==> src/rtl/rram_op_scheduler.sv <==
// rtl/rram_op_scheduler.sv - forming/write-back/read sequencer for the RRAM state counter
//
// Latches host request pulses, arbitrates between them and drives the
// state_counter mode strobes until the active sweep reports completion
// or the per-operation timeout expires. Writes and reads are held off
// until the array has been formed at least once.
//
// Optional build macro: RR_ARB_EN
//   defined   - write and read alternate when both are pending (read first after reset)
//   undefined - fixed priority form > write > read
//
// Parameters:
//   TIMEOUT  cycles an operation may run without its completion flag
//   TO_W     timeout counter width, 2**TO_W > TIMEOUT
//
// Ports:
//   clk, rst                 clock, synchronous active-high reset
//   req_form/write/read      one-cycle request pulses from the command decoder
//   forming_count_flag       forming sweep complete
//   write_count_flag         write sweep complete
//   cache_count_flag         read-to-cache sweep complete
//   cnt_en, cnt_forming,
//   cnt_we, cnt_re           registered counter controls
//   busy                     high in every state except IDLE
//   formed                   sticky, array has completed forming
//   done, done_op, err       end-of-operation pulse, op code (01/10/11), timeout flag
//   pend                     pending request bits {read, write, form}
module rram_op_scheduler #(
    parameter int TIMEOUT = 100,
    parameter int TO_W    = 7
) (
    input  logic       clk,
    input  logic       rst,
    input  logic       req_form,
    input  logic       req_write,
    input  logic       req_read,
    input  logic       forming_count_flag,
    input  logic       write_count_flag,
    input  logic       cache_count_flag,
    output logic       cnt_en,
    output logic       cnt_forming,
    output logic       cnt_we,
    output logic       cnt_re,
    output logic       busy,
    output logic       formed,
    output logic       done,
    output logic [1:0] done_op,
    output logic       err,
    output logic [2:0] pend
);

    typedef enum logic [2:0] {
        S_IDLE  = 3'd0,
        S_FORM  = 3'd1,
        S_WRITE = 3'd2,
        S_READ  = 3'd3,
        S_DONE  = 3'd4
    } state_t;

    state_t          state;
    logic [TO_W-1:0] to_cnt;
    logic [2:0]      grant;
    logic            flag_hit;
    logic            to_last;
    logic [1:0]      op_code;

`ifdef RR_ARB_EN
    // 1 = read was granted last; reset value 0 lets read win the first tie
    logic            last_rd;
`endif

    // Arbitration only happens in IDLE on the registered pending bits, so a
    // request needs one edge to land in pend and a second edge to be granted.
    always_comb begin
        grant = 3'b000;
        if (state == S_IDLE) begin
            if (pend[0]) begin
                grant = 3'b001;
            end
`ifdef RR_ARB_EN
            else if (formed && pend[1] && pend[2]) begin
                grant = last_rd ? 3'b010 : 3'b100;
            end
`endif
            else if (formed && pend[1]) begin
                grant = 3'b010;
            end else if (formed && pend[2]) begin
                grant = 3'b100;
            end
        end
    end

    // Only the active operation's completion flag is observed.
    always_comb begin
        flag_hit = 1'b0;
        op_code  = 2'b00;
        case (state)
            S_FORM: begin
                flag_hit = forming_count_flag;
                op_code  = 2'b01;
            end
            S_WRITE: begin
                flag_hit = write_count_flag;
                op_code  = 2'b10;
            end
            S_READ: begin
                flag_hit = cache_count_flag;
                op_code  = 2'b11;
            end
            default: begin
                flag_hit = 1'b0;
                op_code  = 2'b00;
            end
        endcase
    end

    assign to_last = (to_cnt == TO_W'(TIMEOUT - 1));

    always_ff @(posedge clk) begin
        if (rst) begin
            state       <= S_IDLE;
            pend        <= 3'b000;
            formed      <= 1'b0;
            to_cnt      <= '0;
            cnt_en      <= 1'b0;
            cnt_forming <= 1'b0;
            cnt_we      <= 1'b0;
            cnt_re      <= 1'b0;
            busy        <= 1'b0;
            done        <= 1'b0;
            done_op     <= 2'b00;
            err         <= 1'b0;
`ifdef RR_ARB_EN
            last_rd     <= 1'b0;
`endif
        end else begin
            // A request coinciding with its own grant re-arms the bit.
            pend    <= (pend & ~grant) | {req_read, req_write, req_form};
            done    <= 1'b0;
            done_op <= 2'b00;
            err     <= 1'b0;

            case (state)
                S_IDLE: begin
                    to_cnt <= '0;
                    if (grant != 3'b000) begin
                        busy   <= 1'b1;
                        cnt_en <= 1'b1;
                    end
                    if (grant[0]) begin
                        state       <= S_FORM;
                        cnt_forming <= 1'b1;
                    end else if (grant[1]) begin
                        state  <= S_WRITE;
                        cnt_we <= 1'b1;
`ifdef RR_ARB_EN
                        last_rd <= 1'b0;
`endif
                    end else if (grant[2]) begin
                        state  <= S_READ;
                        cnt_re <= 1'b1;
`ifdef RR_ARB_EN
                        last_rd <= 1'b1;
`endif
                    end
                end

                S_FORM, S_WRITE, S_READ: begin
                    // A flag on the final timeout cycle still counts as success.
                    if (flag_hit || to_last) begin
                        state       <= S_DONE;
                        cnt_en      <= 1'b0;
                        cnt_forming <= 1'b0;
                        cnt_we      <= 1'b0;
                        cnt_re      <= 1'b0;
                        done        <= 1'b1;
                        done_op     <= op_code;
                        err         <= ~flag_hit;
                        if (state == S_FORM && flag_hit) begin
                            formed <= 1'b1;
                        end
                    end else begin
                        to_cnt <= to_cnt + TO_W'(1);
                    end
                end

                S_DONE: begin
                    state <= S_IDLE;
                    busy  <= 1'b0;
                end

                default: begin
                    state       <= S_IDLE;
                    cnt_en      <= 1'b0;
                    cnt_forming <= 1'b0;
                    cnt_we      <= 1'b0;
                    cnt_re      <= 1'b0;
                    busy        <= 1'b0;
                end
            endcase
        end
    end

endmodule

==> config.mk <==
export PLATFORM = sky130hd
export DESIGN_NAME = rram_op_scheduler
export DESIGN_NICKNAME = d
export VERILOG_FILES = /design/src/rtl/rram_op_scheduler.sv
export SDC_FILE = /design/constraint.sdc
export NUM_CORES = 1
export LEC_CHECK = 0
export BUFFER_PORTS_ARGS = -buffer_cell sky130_fd_sc_hd__buf_2
export CAP_MARGIN = 20
export CORE_MARGIN = 3
export CORE_UTILIZATION = 40
export CTS_CLUSTER_SIZE = 14
export DETAILED_ROUTE_END_ITERATION = 10
export HOLD_SLACK_MARGIN = 0.06
export SYNTH_ARGS = -nofsm -noshare
export SYNTH_HDL_FRONTEND = slang
export SYNTH_SLANG_ARGS = --single-unit
export TNS_END_PERCENT = 20
==> constraint.sdc <==
create_clock -name clk -period 1.6 [get_ports clk]
set_clock_uncertainty 0.1 [all_clocks]
set_input_delay 0.48 -clock clk [delete_from_list [all_inputs] [get_ports clk]]
set_output_delay 0.48 -clock clk [all_outputs]
set_load 0.02 [all_outputs]
==> flow_summary.json, run 1 <==
{
  "status": "finished with violations",
  "violations": "negative setup slack",
  "critPathArrivalTime_ps": 1740,
  "antennaDiodeCount": 0,
  "worst_pin_slew_ps": 401,
  "ir_drop_uv": 679,
  "place_congestion": 0.881,
  "endpoint_kind": "register",
  "num_rows": 17,
  "die_h_um": 57.3,
  "drtIter0Drc": 21,
  "coreArea_um2": 2360,
  "setup_viol": 1,
  "hold_viol": 0,
  "h-tree-depth": 1,
  "syn_area_um2": 1050,
  "layout.cells.non_filler": 186,
  "crit_type": "register to register",
  "grt_first_pass_wirelength_um": 4350,
  "fillers": 222,
  "fp.dieArea_um2": 3290,
  "min_path_type": "input pin to register",
  "layout_commonest_cell": "buf_2",
  "first_pass_iters": 4,
  "final_cell_mix": "buf_2 (20), dfxtp_1 (19), buf_4 (15)",
  "grt_overflow": 0,
  "fin_util": 0.563,
  "grt_max_degree": 17,
  "synth-async-reset-ratio": 0,
  "period_share": 1.00,
  "path_max_fanout": 8,
  "dp_hpwl_um": 1920,
  "maxCapViolCount": 0,
  "yosys.area.top_type_share": 0.437,
  "min_period_ps": 1610,
  "dpl_cell_area_um2": 1280,
  "syn_to_final_growth_pct": 26.1,
  "slew_viol_final": 0,
  "grt_pass1_vias": 961,
  "cts_setup_buffers": 0,
  "final_area_um2": 1330,
  "fin_nets": 168,
  "synth_area_leader_cell": "dfxtp_1",
  "worstSetupStartpointType": "register",
  "grt_antenna_before_repair": 0,
  "synthTopCellsByArea": "dfxtp_1 (44%), a31oi_1 (6.5%), nand2_1 (5.0%)",
  "wire_per_inst_um": 13.8,
  "clk_pin_slew_ps": 130,
  "p_leak_nw": 0.557,
  "synth_nets": 133,
  "holdPathStages": 3,
  "synth_ff_type": "dfxtp_1",
  "layout_setup_ws_ps": -5.97,
  "cts_buffers": 3,
  "rsz0062_at_grt": "true",
  "ys_types": 32,
  "initial_utilization": 0.446,
  "clock-sinks": 23,
  "synthCells": 124,
  "tns_ps": -5.97,
  "yosysWarnings": 0,
  "postCtsHoldBufs": 0,
  "finalWirelength_um": 2570,
  "clock_path_buffers": 2,
  "vias": 1055,
  "drc": 0,
  "relSlewSlack": 0.732,
  "numPortBuffers": 20,
  "via_per_inst": 5.67,
  "ys_seq_area_frac": 0.437,
  "synth_seq_cells": 23,
  "pin_count": 21,
  "drtAntennaViolNets": 0,
  "finalPower_mw": 1.10,
  "cts_tree": "yes",
  "die_w_um": 57.3,
  "grt_usage": 0.163,
  "cp_data_required_time_ps": 1740,
  "synth-edff-count": 0,
  "synth.avg_cell_area_um2": 8.50,
  "fmax_mhz": 623,
  "clkLatencyLatePin_ps": 310,
  "numPlacedInstances": 182,
  "clockRootBuffer": "clkbuf_4",
  "r2r.worst_path.cells": 5,
  "drive_above_1_share": 0.316,
  "power_density_nw_per_um2": 824
}
==> logic make-up (layout without fill, tap and decap cells) <==
kind of cell	Yosys count	in the layout	synth area share
compound gates	36	36	0.221
fa+ha+maj	1	1	0.0119
buf+inv	11	45	0.0546
flops	23	23	0.437
mux	1	1	0.0214
simple gates	52	52	0.254
==> state kept, by name (all words and copies together) (netlist names) <==
register     flops
cnt_re           1
busy             1
cnt_forming      1
state            3
formed           1
cnt_we           1
err              1
pend             3
to_cnt           7
done_op          2
done             1
cnt_en           1
==> Yosys cell counts (4+ instances only) <==
| cell type | count |
|---|---|
| a31oi_1 | 11 |
| or4_1 | 5 |
| inv_1 | 5 |
| nor2_1 | 8 |
| nand2_1 | 14 |
| nand3_1 | 5 |
| and3_1 | 4 |
| nor3_1 | 6 |
| dfxtp_1 | 23 |
| a21oi_1 | 9 |
==> routing by layer <==
metal	wire (um)	track usage	vias to the layer above
met5	0	0	-
met4	9	0.0199	0
met3	218	0.0430	2
met2	1170	0.261	35
met1	1170	0.227	483
li1	-	-	535
==> critical path, stage by stage (launching register included) <==
cell	delay (ps)
dfxtp_2	360
buf_4	160
nand3b_1	170
o2111ai_1	170
or4_1	410
a31oi_1	170
==> timing repair <==
action / 4_1_cts / 5_1_grt
pin swaps: 5 / 0
endpoints found under the setup margin: 6 / 18
gates resized for setup: 5 / 4
==> where the power goes <==
part	switching [mW]	total (mW)	internal (mW)	leakage, nW
clock network	0.175	0.268	0.0933	0.0177
logic	0.116	0.203	0.0870	0.350
registers	0.0252	0.625	0.600	0.189
==> per-stage QoR <==
stage	hold slack [ps]	setup slack [ps]
floorplan	363	7.91
global placement	354	-142
detailed placement	353	-187
CTS	262	-0.906
global route	258	-108
finish	268	-5.97
==> layout make-up <==
| class | instances | area (um^2) | area share |
|---|---|---|---|
| clock buffers | 3 | 22.5 | 0.0169 |
| clock inverters | 1 | 5.00 | 0.00377 |
| inverters | 5 | 18.8 | 0.0141 |
| multi-input cells | 90 | 549 | 0.413 |
| flip-flops and latches | 23 | 465 | 0.350 |
| well taps | 28 | 35.0 | 0.0264 |
| repair buffers | 36 | 233 | 0.175 |
==> worst paths after layout <==
kind,to,startpoint,slack [ps]
worst min register to register,busy,busy,380
worst max-delay path,to_cnt[5],state[1],-6
worst max register to register,to_cnt[5],state[1],-6
worst min-delay path,pend[1],req_write,270
No activity file was read; power rests on OpenSTA's default activity.
==> inputs of run 2 (changes only) <==
--- a/config.mk
+++ b/config.mk
@@ -8,7 +8,8 @@
 export BUFFER_PORTS_ARGS = -buffer_cell sky130_fd_sc_hd__buf_2
 export CAP_MARGIN = 20
 export CORE_MARGIN = 3
-export CORE_UTILIZATION = 40
+export CORE_UTILIZATION = 33
+export CTS_BUF_LIST = sky130_fd_sc_hd__clkbuf_4 sky130_fd_sc_hd__clkbuf_8
 export CTS_CLUSTER_SIZE = 14
 export DETAILED_ROUTE_END_ITERATION = 10
 export HOLD_SLACK_MARGIN = 0.06
==> flow_summary.json, run 2 (synthesis gave the netlist of run 1 again) <==
{
  "status": "finished with violations",
  "violations": "negative setup slack",
  "fmax_mhz": 625,
  "dpl_cell_area_um2": 1300,
  "hold_viol": 0,
  "die_h_um": 62.5,
  "endpoint_kind": "register",
  "clkLatencyLatePin_ps": 310,
  "grt_first_pass_wirelength_um": 4510,
  "path_max_fanout": 8,
  "final_cell_mix": "dfxtp_1 (21), buf_2 (20), buf_4 (18)",
  "r2r_slack_ps": -1,
  "tns_ps": -1.20,
  "met2_usage": 0.205,
  "drtIter0Drc": 36,
  "largest_register_ffs": 7,
  "ir_drop_uv": 667,
  "layout_setup_ws_ps": -1.20,
  "first_pass_iters": 4,
  "antennaDiodeCount": 0,
  "clock_path_buffers": 2,
  "grt_max_degree": 17,
  "drive_above_1_share": 0.329,
  "via_per_inst": 5.18,
  "min_period_ps": 1600,
  "die_w_um": 62.5,
  "drc": 0,
  "initial_utilization": 0.363,
  "grt_usage": 0.138,
  "grt_overflow": 0,
  "rsz0062_at_grt": "true",
  "worstSetupStartpointType": "register",
  "critPathLaunch": "state[1]",
  "drtAntennaViolNets": 0,
  "numPortBuffers": 20,
  "grt_use_met1": 0.198,
  "largest-register": "to_cnt",
  "relSlewSlack": 0.786,
  "postCtsHoldBufs": 0,
  "vias": 1052,
  "place_congestion": 0.800,
  "rr_startpoint": "state[1]",
  "cts_buffers": 3,
  "power_density_nw_per_um2": 810,
  "endpoint": "to_cnt[0]",
  "clock-sinks": 23,
  "final-seq-area_um2": 465,
  "maxCapViolCount": 0,
  "reg2reg_to": "to_cnt[0]",
  "path_cells": "buf_6, nand3b_1, o21ai_1, or4_1, a31oi_1",
  "worstHoldStart": "req_form",
  "holdPathStages": 3,
  "finalPower_mw": 1.11,
  "setup_viol": 1,
  "pre_cts_ws_ps": -176,
  "min_path_type": "input pin to register",
  "syn_to_final_growth_pct": 30.5,
  "slowest_delay_ps": 470,
  "clockRootBuffer": "clkbuf_4",
  "clk_pin_slew_ps": 120,
  "period_share": 1.00,
  "globalRouteMet3Util": 0.0396,
  "grt_antenna_before_repair": 0,
  "final_area_um2": 1380,
  "fp.dieArea_um2": 3910,
  "cts_tree": "yes",
  "slew_viol_final": 0,
  "worst_pin_slew_ps": 319,
  "wire_per_inst_um": 12.9,
  "grt.busiest_layer": "met2",
  "cp_slowest_cell": "or4_1",
  "h-tree-depth": 1,
  "grt_pass1_vias": 972,
  "crit_type": "register to register",
  "coreArea_um2": 2900,
  "fin_nets": 171,
  "layout_commonest_cell": "dfxtp_1",
  "num_rows": 19,
  "p_leak_nw": 0.565,
  "cp_data_required_time_ps": 1730,
  "finalWirelength_um": 2620,
  "top_regs": "to_cnt: 7 flops, pend: 3 flops, state: 3 flops",
  "r2r.worst_path.cells": 5,
  "fin_util": 0.474,
  "dp_hpwl_um": 1930,
  "multiInputGateArea_um2": 562,
  "fillers": 295,
  "pin_count": 21,
  "critPathArrivalTime_ps": 1730
}
## run 2: cell count changes in the layout (fill, tap and decap cells not counted), moves of 2 or more
cell     previous run  this run
a31oi_1            11         9
buf_4              15        18
dfxtp_1            19        21
dfxtp_2             4         1
a31oi_2             0         2
## run 2: final cells by class
| cell class | count | share of cell area |
|---|---|---|
| timing repair buffer | 39 | 0.179 |
| tap | 42 | 0.0382 |
| clock buffer | 4 | 0.0218 |
| multi-input combinational | 90 | 0.409 |
| sequential | 23 | 0.338 |
| inverter | 5 | 0.0136 |
## run 2: layer usage
metal  part of all wire  vias to the layer above  wire length (um)
met1               0.52                      482              1360
met2               0.43                       30              1130
met4             0.0042                        0                11
met3              0.046                        2               122
li1                   -                      538                 -
met5                  0                        -                 0
## run 2: repair_timing
item | CTS | global route
pin swaps | 4 | 1
cloned | 0 | 0
setup endpoints to repair | 5 | 15
buffers inserted | 1 | 0
resized for setup | 5 | 6
endpoints found under the hold margin | 0 | 0
## run 2: worst max-delay path: cells and delay by family, from the launching register on
family          cells  cell delay, ps
compound gates      2             290
simple gates        2             620
buf+inv             1             130
flops               1             380
## run 2: power by group
group	internal, mW	switching, mW
registers	0.597	0.0227
clock network	0.114	0.168
logic	0.0894	0.122
total	0.801	0.313
## run 2: how the worst min path moves through the flow
stage	endpoint	slack, ps
6_report	pend[0]	270
5_1_grt	pend[0]	260
4_1_cts	pend[0]	260
3_5_place_dp	busy	350
3_3_place_gp	busy	350
2_1_floorplan	to_cnt[6]	360
## run 2: metrics by stage
step / instances / hold WS, ps
finish: 203 / 269
floorplan: 124 / 363
CTS: 203 / 259
global placement: 198 / 350
global route: 203 / 256
detailed placement: 198 / 354
